[src/rtl/rmt_tx_encap.sv]
// rmt_tx_encap: prepends a one-beat Ethernet/IPv4/RMT header to each
// function-engine result frame and truncates frames over the length cap.
module rmt_tx_encap #(
  parameter int DATA_WIDTH        = 512,
  parameter int KEEP_WIDTH        = DATA_WIDTH/8,
  parameter int USER_WIDTH        = 1,
  parameter int DEST_WIDTH        = 2,
  parameter int MAX_PAYLOAD_BEATS = 24
) (
  input  logic                  clk,
  input  logic                  rst,
  input  logic [47:0]           cfg_dst_mac,
  input  logic [47:0]           cfg_src_mac,
  input  logic [223:0]          cfg_hdr,
  input  logic [DATA_WIDTH-1:0] s_axis_tdata,
  input  logic [KEEP_WIDTH-1:0] s_axis_tkeep,
  input  logic                  s_axis_tvalid,
  output logic                  s_axis_tready,
  input  logic                  s_axis_tlast,
  input  logic [USER_WIDTH-1:0] s_axis_tuser,
  input  logic [DEST_WIDTH-1:0] s_axis_tdest,
  output logic [DATA_WIDTH-1:0] m_axis_tdata,
  output logic [KEEP_WIDTH-1:0] m_axis_tkeep,
  output logic                  m_axis_tvalid,
  input  logic                  m_axis_tready,
  output logic                  m_axis_tlast,
  output logic [USER_WIDTH-1:0] m_axis_tuser,
  output logic [DEST_WIDTH-1:0] m_axis_tdest,
  output logic [31:0]           stat_frames,
  output logic [15:0]           stat_trunc
);

  localparam int CW = $clog2(MAX_PAYLOAD_BEATS + 1);
  localparam logic [CW-1:0] LAST_CNT = CW'(MAX_PAYLOAD_BEATS - 1);

  typedef enum logic [1:0] {
    IDLE,
    HEADER,
    PAYLOAD,
    DROP
  } state_t;

  state_t                  state;
  logic [CW-1:0]           cnt;
  logic [DEST_WIDTH-1:0]   dest_q;
  logic [USER_WIDTH-1:0]   user_q;
  logic                    slot_free;
  logic                    s_fire;
  logic                    trunc;
  logic [DATA_WIDTH-1:0]   hdr;

  assign slot_free = !m_axis_tvalid || m_axis_tready;
  assign s_fire    = s_axis_tvalid && s_axis_tready;
  assign trunc     = !s_axis_tlast && (cnt == LAST_CNT);

  always_comb begin
    s_axis_tready = 1'b0;
    case (state)
      PAYLOAD: s_axis_tready = slot_free;
      DROP:    s_axis_tready = 1'b1;
      default: s_axis_tready = 1'b0;
    endcase
  end

  always_comb begin
    hdr          = '0;
    hdr[0+:48]   = cfg_dst_mac;
    hdr[48+:48]  = cfg_src_mac;
    hdr[96+:16]  = 16'h0008;
    hdr[112+:224] = cfg_hdr;
    hdr[336+:16] = 16'hF0E1;
    hdr[352+:16] = 16'(dest_q);
  end

  always_ff @(posedge clk) begin
    if (rst) begin
      state         <= IDLE;
      cnt           <= '0;
      dest_q        <= '0;
      user_q        <= '0;
      m_axis_tvalid <= 1'b0;
      m_axis_tdata  <= '0;
      m_axis_tkeep  <= '0;
      m_axis_tlast  <= 1'b0;
      m_axis_tuser  <= '0;
      m_axis_tdest  <= '0;
      stat_frames   <= '0;
      stat_trunc    <= '0;
    end else begin
      if (m_axis_tready) m_axis_tvalid <= 1'b0;
      case (state)
        IDLE: begin
          // first beat stays pending; only its sideband is captured
          if (s_axis_tvalid) begin
            dest_q <= s_axis_tdest;
            user_q <= s_axis_tuser;
            state  <= HEADER;
          end
        end
        HEADER: begin
          if (slot_free) begin
            m_axis_tvalid <= 1'b1;
            m_axis_tdata  <= hdr;
            m_axis_tkeep  <= '1;
            m_axis_tlast  <= 1'b0;
            m_axis_tuser  <= user_q;
            m_axis_tdest  <= dest_q;
            cnt           <= '0;
            state         <= PAYLOAD;
          end
        end
        PAYLOAD: begin
          if (s_fire) begin
            m_axis_tvalid <= 1'b1;
            m_axis_tdata  <= s_axis_tdata;
            m_axis_tkeep  <= s_axis_tkeep;
            m_axis_tlast  <= s_axis_tlast || trunc;
            m_axis_tuser  <= s_axis_tuser;
            m_axis_tdest  <= dest_q;
            cnt           <= cnt + CW'(1);
            if (s_axis_tlast) begin
              stat_frames <= stat_frames + 32'd1;
              state       <= IDLE;
            end else if (trunc) begin
              stat_frames <= stat_frames + 32'd1;
              if (stat_trunc != 16'hFFFF)
                stat_trunc <= stat_trunc + 16'd1;
              state <= DROP;
            end
          end
        end
        DROP: begin
          if (s_fire && s_axis_tlast) state <= IDLE;
        end
        default: state <= IDLE;
      endcase
    end
  end

endmodule

[config.mk]
export PLATFORM = sky130hd
export DESIGN_NAME = rmt_tx_encap
export DESIGN_NICKNAME = d
export VERILOG_FILES = /design/src/rtl/rmt_tx_encap.sv
export SDC_FILE = /design/constraint.sdc
export NUM_CORES = 1
export LEC_CHECK = 0
export BUFFER_PORTS_ARGS = -buffer_cell sky130_fd_sc_hd__buf_4
export CAP_MARGIN = 5
export CORE_AREA = 3 3 590 592
export DETAILED_ROUTE_END_ITERATION = 16
export DIE_AREA = 0 0 593 595
export REMOVE_ABC_BUFFERS = 1
export SLEW_MARGIN = 15
export SYNTH_ARGS = -nofsm -noshare
export SYNTH_HDL_FRONTEND = slang
export SYNTH_SLANG_ARGS = --single-unit
export TNS_END_PERCENT = 20
[constraint.sdc]
create_clock -name clk -period 2.3 [get_ports clk]
set_input_delay 0 -clock clk [delete_from_list [all_inputs] [get_ports clk]]
set_output_delay 0 -clock clk [all_outputs]
set_load 0.02 [all_outputs]
* After elaboration in Yosys (flattened, before gate mapping) *
Index checks and enable logic that the tools add are counted.

storage, ports and cells
  output and inout port bits = 630
  register bits after elaboration = 639

operators by class
  add/sub/neg operators = 3
  multiplexer cells = 32
  reduce and logical (&&, ||, !) cells = 15
  bitwise gates (word level) = 1
  eq/ne operators = 10

operators with widths
  cell                                           number
  two-way mux 512 bit                            2
  one-hot mux 512 bit (2 select lines)           1
  two-way mux 64 bit                             2
  one-hot mux 64 bit (2 select lines)            1
  two-way mux 32 bit                             2
  adder 32 x 1 -> 32 bit, second input constant  1
  adder 16 x 1 -> 16 bit, second input constant  1
  two-way mux 2 bit                              8
  != test 16 bit, second input constant          1
  two-way mux 5 bit                              2
  one-hot mux 5 bit (2 select lines)             1
  AND reduction 5 bit                            2
  != test 2 bit, second input constant           4
  one-hot mux 1 bit (2 select lines)             4
  one-hot mux 2 bit (4 select lines)             1
  two-way mux 1 bit                              7
  AND reduction 3 bit                            2
  adder 5 x 1 -> 5 bit, second input constant    1
  equality test 5 bit, second input constant     1
  equality test 2 bit, second input constant     2
  one-hot mux 2 bit (2 select lines)             1
  nonzero test 2 bit                             2
  logical AND 1 bit                              3
  != test 3 bit, second input constant           1
  other kinds (6)                                8

* Depth between registers and ports, before layout *
Gate-level depths: netlist of run 1.

  word-level depth = 7
  mapped depth = 12

* Worst setup path before layout of run 1 *
OpenSTA, ideal clock, no wires.

  path kind = register to register
  from = register state[0]
  to = register stat_frames[20]
  arrival = 2.255 ns
  stages on the path, launching flop included = 10
  path slack = -0.025 ns
  data required time = 2.230 ns
  path buffers = 2
  cell sequence = dfxtp_1 inv_1 ha_1 buf_4 nand3_2 or3_4 or4_1 buf_2 or4_1 a21oi_1

between the ends
  longest elaborated chain between the ends = 4
  elaborated cells between the ends (all ways) = 5

RTL lines
  item                                    line    RTL
  start: declaration                      43      state_t state;
  start signal: assignment                77      state <= IDLE;
  start signal: assignment                97      state <= HEADER;
  start signal: assignment                109     state <= PAYLOAD;
  equality test 2 bit (on tied branches)  58, 91
  one-hot mux 1 bit (2 select lines)      58      case (state)
  logical AND 1 bit                       53      assign s_fire = s_axis_tvalid && s_axis_tready;
  AND reduction 3 bit (no line) *         --
  end signal: assignment                  122     stat_frames <= stat_frames + 32'd1;
  end signal: assignment                  125     stat_frames <= stat_frames + 32'd1;
  end: declaration                        29      output logic [31:0] stat_frames,

Every way passes the cells marked *; elsewhere a longest branch is shown, timed or not.
A chain may end at the register's enable or synchronous reset.

* Final worst setup path of run 1 *
  from = register state[1]
  to = register m_axis_tdata[262]

between the ends
  longest elaborated chain between the ends = 5
  elaborated cells between the ends (all ways) = 10

RTL lines
  item                                    line    RTL
  equality test 2 bit (on tied branches)  58, 91
  one-hot mux 1 bit (2 select lines)      58
  logical AND 1 bit                       53
  != test 2 bit (no line)                 --
  AND reduction 3 bit (no line)           --
  end signal: assignment                  103     m_axis_tdata <= hdr;
  end signal: assignment                  115     m_axis_tdata <= s_axis_tdata;
  end: declaration                        22      output logic [DATA_WIDTH-1:0] m_axis_tdata,

Several ways; a longest one is shown, not always the timed one.

==> reports/results.ini, run 1 <==
[run_status]
status = finished, violations left
violations = negative setup slack

[placement]
place_hpwl_um = 241000
place_area_mm2 = 0.0445
place_congestion = 1.03
port_buffers = 1533

[synth]
synth.yosys.seq_area_share_pct = 48.6
yosys.area_share.adder_pct = 0.428
synth-compound-area-share_pct = 14.5
synth_top_family_by_area = simple AND/OR/NAND/NOR gates
yosys_register_bits = 639
synth.area.mux_share_pct = 12.6
syn_area_per_cell_um2 = 8.92
synth_cell_type_count = 46
async_flop_share_pct = 0
yosysWarnings = 0
syn_area_mm2 = 0.0263
synthSimpleGateAreaFrac_pct = 19.0
synth_flop_cell = dfxtp_1
netlist_instances = 2950
synth_edf_count = 0
synth_xor_area_share_pct = 0.433

[timing]
worst_pin_slew_ns = 0.646
fin_worst_skew_ns = 0.0539
holdWs_ns = 0.0942
rsz0062_at_grt = true
period_minus_slack_ns = 2.45
relSlewSlack_pct = 56.9
slew_violations = 0
max_freq_ghz = 0.408
setup_tns_ns = -14.42
setup_viol = 274
post-route-period-util_pct = 107
finalHoldViolCount = 0
worst_slack_ns = -0.151

[setup_path]
crit_path_max_fanout = 42
start_kind = flop
r2r-start = state[1]
slowest_delay_ns = 0.36
path_class = reg -> reg
path_delay_family = buffers and inverters
worstPathRequired_ns = 2.94
cp_common_cell = buf_4
worstPathArrival_ns = 3.09
rr_endpoint = m_axis_tdata[262]
cpMaxStageDelayCell = dfxtp_4
worst-path-buf-inv = 6
ff2ff_path_depth = 9
cp-end-kind = flop
ff2ff_setup_slack_ns = -0.15
cp_cell_sequence = buf_6 > ha_4 > buf_4 > buf_4 > buf_4 > buf_16 > buf_12 > mux2i_1 > a211oi_1

[cts]
clockBufferDepth = 4
htreeDepth = 3
clk_pin_slew_ns = 0.06
clock_latency_ns = 0.80
clock-sinks = 639
cts_root_buffer = clkbuf_16
cts_inserted_buffers = 86
tritoncts = built

[floorplanning]
rows = 215
die_h_um = 595
core_mm2 = 0.343
start_util_pct = 7.67
boundaryPins = 1534
die_area_mm2 = 0.353
die_w_um = 593

[routing]
wirelength_um = 285000
antenna_left = 0
via_count = 35800
first_iter_violations = 2470
drt-pass1-iter-count = 5
avgViaCountPerCell = 3.49
drc_errors = 0
wl_per_cell_um = 27.8

[power]
power_density_mw_per_mm2 = 1050
peakVddDrop_v = 0.000723
power_leakage_nw = 22.6

[global_route]
grt_pass1_vias = 33900
grt-ovfl-total = 0
grt_max_degree = 87
antenna_found_initial = 331
grt_pass1_wl_um = 353000
grtUsageTotal_pct = 15.2

[hold_path]
whs_endpoint = m_axis_tkeep[24]
worstHoldStart = s_axis_tkeep[24]
min_path_cells = 4
hold_path.class = in -> reg

[final_layout]
nNetsFinal = 6437
layout_commonest_cell = buf_4
final_area_mm2 = 0.0589
multi_input_area_mm2 = 0.0129
fillers = 38300
drive_gt1_share_pct = 37.1
regArea_mm2 = 0.0128
most-common-layout-cells = buf_4 (1701), dlygate4sd3_1 (964), dfxtp_1 (637)
syn2layout_area_growth_pct = 124

[job]
cap_violations = 0

-- metal layers --
metal	wire, um	global-route usage, %	vias to the layer above
met5	1070	0	-
met2	132000	25.6	2179
met1	107000	17.0	16800
met4	16700	6.86	158
li1	-	-	15900
met3	28400	5.67	852
-- registers in the layout, indices dropped and copies added (netlist names), 2 cells and up --
register      count
cnt               5
dest_q            2
m_axis_tdata    512
m_axis_tdest      2
m_axis_tkeep     64
stat_frames      32
stat_trunc       16
state             2
-- worst register-to-register path, stage by stage (launching register included) --
cell and delay (ns):
dfxtp_4 0.36, buf_6 0.12, ha_4 0.15, buf_4 0.13
buf_4 0.13, buf_4 0.19, buf_16 0.20, buf_12 0.59
mux2i_1 0.19, a211oi_1 0.28
-- metrics by stage --
step	setup WS (ns)	utilization [%]	total power [W]	std cells
CTS	-0.110	16.8	0.0604	10100
global route	-0.225	17.1	0.0648	10200
floorplan	-26.18	-	0.0177	2673
detailed placement	-0.195	13.0	0.0427	8986
finish	-0.151	17.2	0.0616	10300
global placement	-0.155	13.0	0.0426	8986
-- synth_stat cells, types with 3 or more instances --
master,n,area share [%]
a211oi_1,323,9.2
a21oi_1,221,4.2
and4_1,5,0.17
buf_1,20,0.29
buf_2,54,1.0
clkbuf_1,201,2.9
dfxtp_1,639,49
ha_1,9,0.43
inv_1,9,0.13
mux2_2,6,0.26
mux2i_1,324,12
nand2_1,206,2.9
nand3_1,211,4.0
nand4_1,17,0.40
nor2_1,427,6.1
nor2b_1,6,0.14
nor3_1,76,1.4
nor3b_1,74,2.1
nor4_1,9,0.21
o211ai_1,3,0.086
o21ai_0,21,0.40
o31ai_1,10,0.29
o41ai_1,3,0.10
or3_1,20,0.48
or4_1,16,0.46
xnor2_1,7,0.23
xor2_1,6,0.20
-- repair_timing --
| action | 4_1_cts | 5_1_grt |
|---|---|---|
| buffers inserted | 17 | 4 |
| resized for setup | 100 | 119 |
| endpoints found under the setup margin | 358 | 460 |
| endpoints found under the hold margin | 639 | 0 |
| pin swaps | 8 | 4 |
| gates cloned | 6 | 16 |
| hold buffers | 964 | 0 |
-- cells by family after synthesis --
logic type | Yosys count
xor gates and xnor gates | 13
DFF | 639
AOI/OAI and AO/OA | 588
buffers and inverters | 286
muxes | 330
adders and majority gates | 9
and+or+nand+nor | 1085
-- layout make-up --
type | count | share of cell area, %
timing repair buffer | 2763 | 41.3
tap | 4557 | 9.69
multi-input combinational | 2025 | 22.0
antenna | 114 | 0.485
sequential | 639 | 21.7
inverter | 9 | 0.0616
clock inverter | 25 | 0.412
clock buffer | 124 | 4.29
-- how the worst max path moves through the flow --
stage              from           endpoint  slack, ns  cells past startpoint
2_1_floorplan  state[0]             cnt[0]     -26.18                      6
3_3_place_gp   state[1]  m_axis_tdata[154]      -0.16                     10
3_5_place_dp   state[1]   m_axis_tdata[50]      -0.20                     10
4_1_cts        state[1]  m_axis_tdata[281]      -0.11                     10
5_1_grt        state[1]  m_axis_tdata[120]      -0.23                     11
6_report       state[1]  m_axis_tdata[262]      -0.15                      9
-- power breakdown --
group          leakage, nW  switching [W]  internal [W]  total, W
clock network         1.36        0.00558       0.00795    0.0135
registers             5.23        0.00200        0.0144    0.0164
logic                 16.0         0.0184        0.0132    0.0317
Power figures use the tool's default switching activity.
==> run 2, diff against run 1 <==
--- a/config.mk
+++ b/config.mk
@@ -9,4 +9,5 @@
 export CAP_MARGIN = 5
 export CORE_AREA = 3 3 590 592
+export CTS_BUF_LIST = sky130_fd_sc_hd__clkbuf_4 sky130_fd_sc_hd__clkbuf_8 sky130_fd_sc_hd__clkbuf_16
 export DETAILED_ROUTE_END_ITERATION = 16
 export DIE_AREA = 0 0 593 595
==> constraint.sdc (replaced) <==
create_clock -name clk -period 2.3 [get_ports clk]
set_input_delay 0.46 -clock clk [delete_from_list [all_inputs] [get_ports clk]]
set_output_delay 0.46 -clock clk [all_outputs]
set_load 0.02 [all_outputs]
==> reports/results.ini, run 2 (same netlist as run 1, synthesis figures left out) <==
[setup_path]
cp-end-kind = flop
slowest_delay_ns = 0.43
cp_common_cell = buf_6
path_class = reg -> reg
path_delay_family = buffers and inverters
cp_cell_sequence = inv_4 > ha_4 > buf_6 > buf_6 > nand3_4 > a21oi_2 > or3_4 > buf_12 > buf_4 > a211oi_1
worst-path-buf-inv = 5
worstPathArrival_ns = 3.08
cpMaxStageDelayCell = or3_4
worstPathRequired_ns = 2.95
crit_path_max_fanout = 33
start_kind = flop

[placement]
place_congestion = 1.01
port_buffers = 1533
place_hpwl_um = 241000
place_inst = 9001

[final_layout]
regArea_mm2 = 0.0128
fillers = 38700
multi_input_area_mm2 = 0.0127
nNetsFinal = 6097
fin_util_pct = 16.1
most-common-layout-cells = buf_4 (1720), dfxtp_1 (635), dlygate4sd3_1 (611)
instances_no_fill = 9896
top_regs = m_axis_tdata: 512 flops, m_axis_tkeep: 64 flops, stat_frames: 32 flops
largest_reg_flops = 512
syn2layout_area_growth_pct = 109
drive_gt1_share_pct = 38.8
layout_commonest_cell = buf_4
top_register = m_axis_tdata

[floorplanning]
core_mm2 = 0.343
die_w_um = 593
rows = 215
die_h_um = 595
start_util_pct = 7.67
die_area_mm2 = 0.353
boundaryPins = 1534

[run_status]
status = finished, violations left
violations = negative setup slack

[timing]
setup_viol = 159
rsz0062_at_grt = true
fin_worst_skew_ns = 0.0498
finalHoldViolCount = 0
period_minus_slack_ns = 2.43
max_freq_ghz = 0.411
post-route-period-util_pct = 106
worst_pin_slew_ns = 0.763
relSlewSlack_pct = 49.2
worst_slack_ns = -0.132
slew_violations = 0

[power]
p_seq_share_pct = 27.0
switchingPower_w = 0.0252
peakVddDrop_v = 0.000755
internal_power_w = 0.0349
power_leakage_nw = 21.2
power_density_mw_per_mm2 = 1090
p_comb_share_pct = 49.6
power_frac_clock_pct = 23.4
switching_share_pct = 41.9

[cts]
clk_pin_slew_ns = 0.06
clock_latency_ns = 0.81
cts_root_buffer = clkbuf_16
clockBufferDepth = 4
tritoncts = built
cts_inserted_buffers = 85
clock-sinks = 639
htreeDepth = 3

[global_route]
grt_max_degree = 99
grtUsageTotal_pct = 14.8
grt_pass1_wl_um = 341000
antenna_found_initial = 330
grt-ovfl-total = 0
grt_pass1_vias = 31700

[routing]
avgViaCountPerCell = 3.41
antenna_left = 0
wl_per_cell_um = 28.5
first_iter_violations = 2691
wirelength_um = 282000
drc_errors = 0
drt-pass1-iter-count = 6
via_count = 33800

[hold_path]
hold_path.class = in -> reg

[job]
cap_violations = 0

[run 2: power groups by stage]
stage	combinational, W	sequential (W)	clock [W]
final	0.0298	0.0163	0.0140
after CTS	0.0279	0.0162	0.0145
after floorplan	0.00430	0.0134	0
after detailed placement	0.0263	0.0164	0
after global placement	0.0262	0.0163	0
after global routing	0.0318	0.0166	0.0148
[run 2: worst register-to-register path, cell delays in order (launching register included)]
cell and delay (ns):
dfxtp_2 0.35, inv_4 0.05, ha_4 0.16, buf_6 0.12, buf_6 0.11, nand3_4 0.05, a21oi_2 0.04, or3_4 0.43
buf_12 0.18, buf_4 0.60, a211oi_1 0.23
[run 2: repair_timing]
item	4_1_cts	5_1_grt
cloned	0	17
setup buffers	8	19
hold buffers	611	0
resized for setup	39	97
endpoints found under the setup margin	188	470
hold endpoints to repair	468	0
pin swaps	2	20
[run 2: metrics by stage]
stage	setup TNS [ns]	total power [W]	hold WS, ns	cell area, um^2	setup WS [ns]
2_1_floorplan	-	0.0177	0.430	25200	-26.18
3_3_place_gp	-3.97	0.0425	0.440	44700	-0.208
3_5_place_dp	-5.24	0.0427	0.446	44700	-0.253
4_1_cts	-0.833	0.0586	0.000232	53900	-0.161
5_1_grt	-30.55	0.0632	0.00227	55000	-0.218
6_report	-7.87	0.0601	0.0604	55100	-0.132
[run 2: final timing paths]
path | end | slack (ns) | start | depth (start not counted)
min reg2reg | m_axis_tdata[430] | 0.45 | m_axis_tdata[430] | 2
max | m_axis_tdata[89] | -0.13 | state[0] | 10
min | m_axis_tdata[495] | 0.06 | s_axis_tdata[495] | 3
max reg2reg | m_axis_tdata[89] | -0.13 | state[0] | 10
[run 2: layout make-up]
| class | count | area share [%] |
|---|---|---|
| tap | 4557 | 10.4 |
| multi-input combinational | 2025 | 23.0 |
| antenna | 95 | 0.432 |
| clock buffer | 117 | 4.49 |
| inverter | 9 | 0.0659 |
| timing repair buffer | 2424 | 37.7 |
| sequential | 639 | 23.2 |
| clock inverter | 30 | 0.720 |
[run 2: layer usage]
metal	vias to the layer above	GRT usage [%]	part of all wire [%]
met5	-	0.109	0.38
li1	15100	-	-
met2	1988	24.9	46
met1	15700	16.4	37
met4	158	6.14	5.5
met3	795	6.19	11
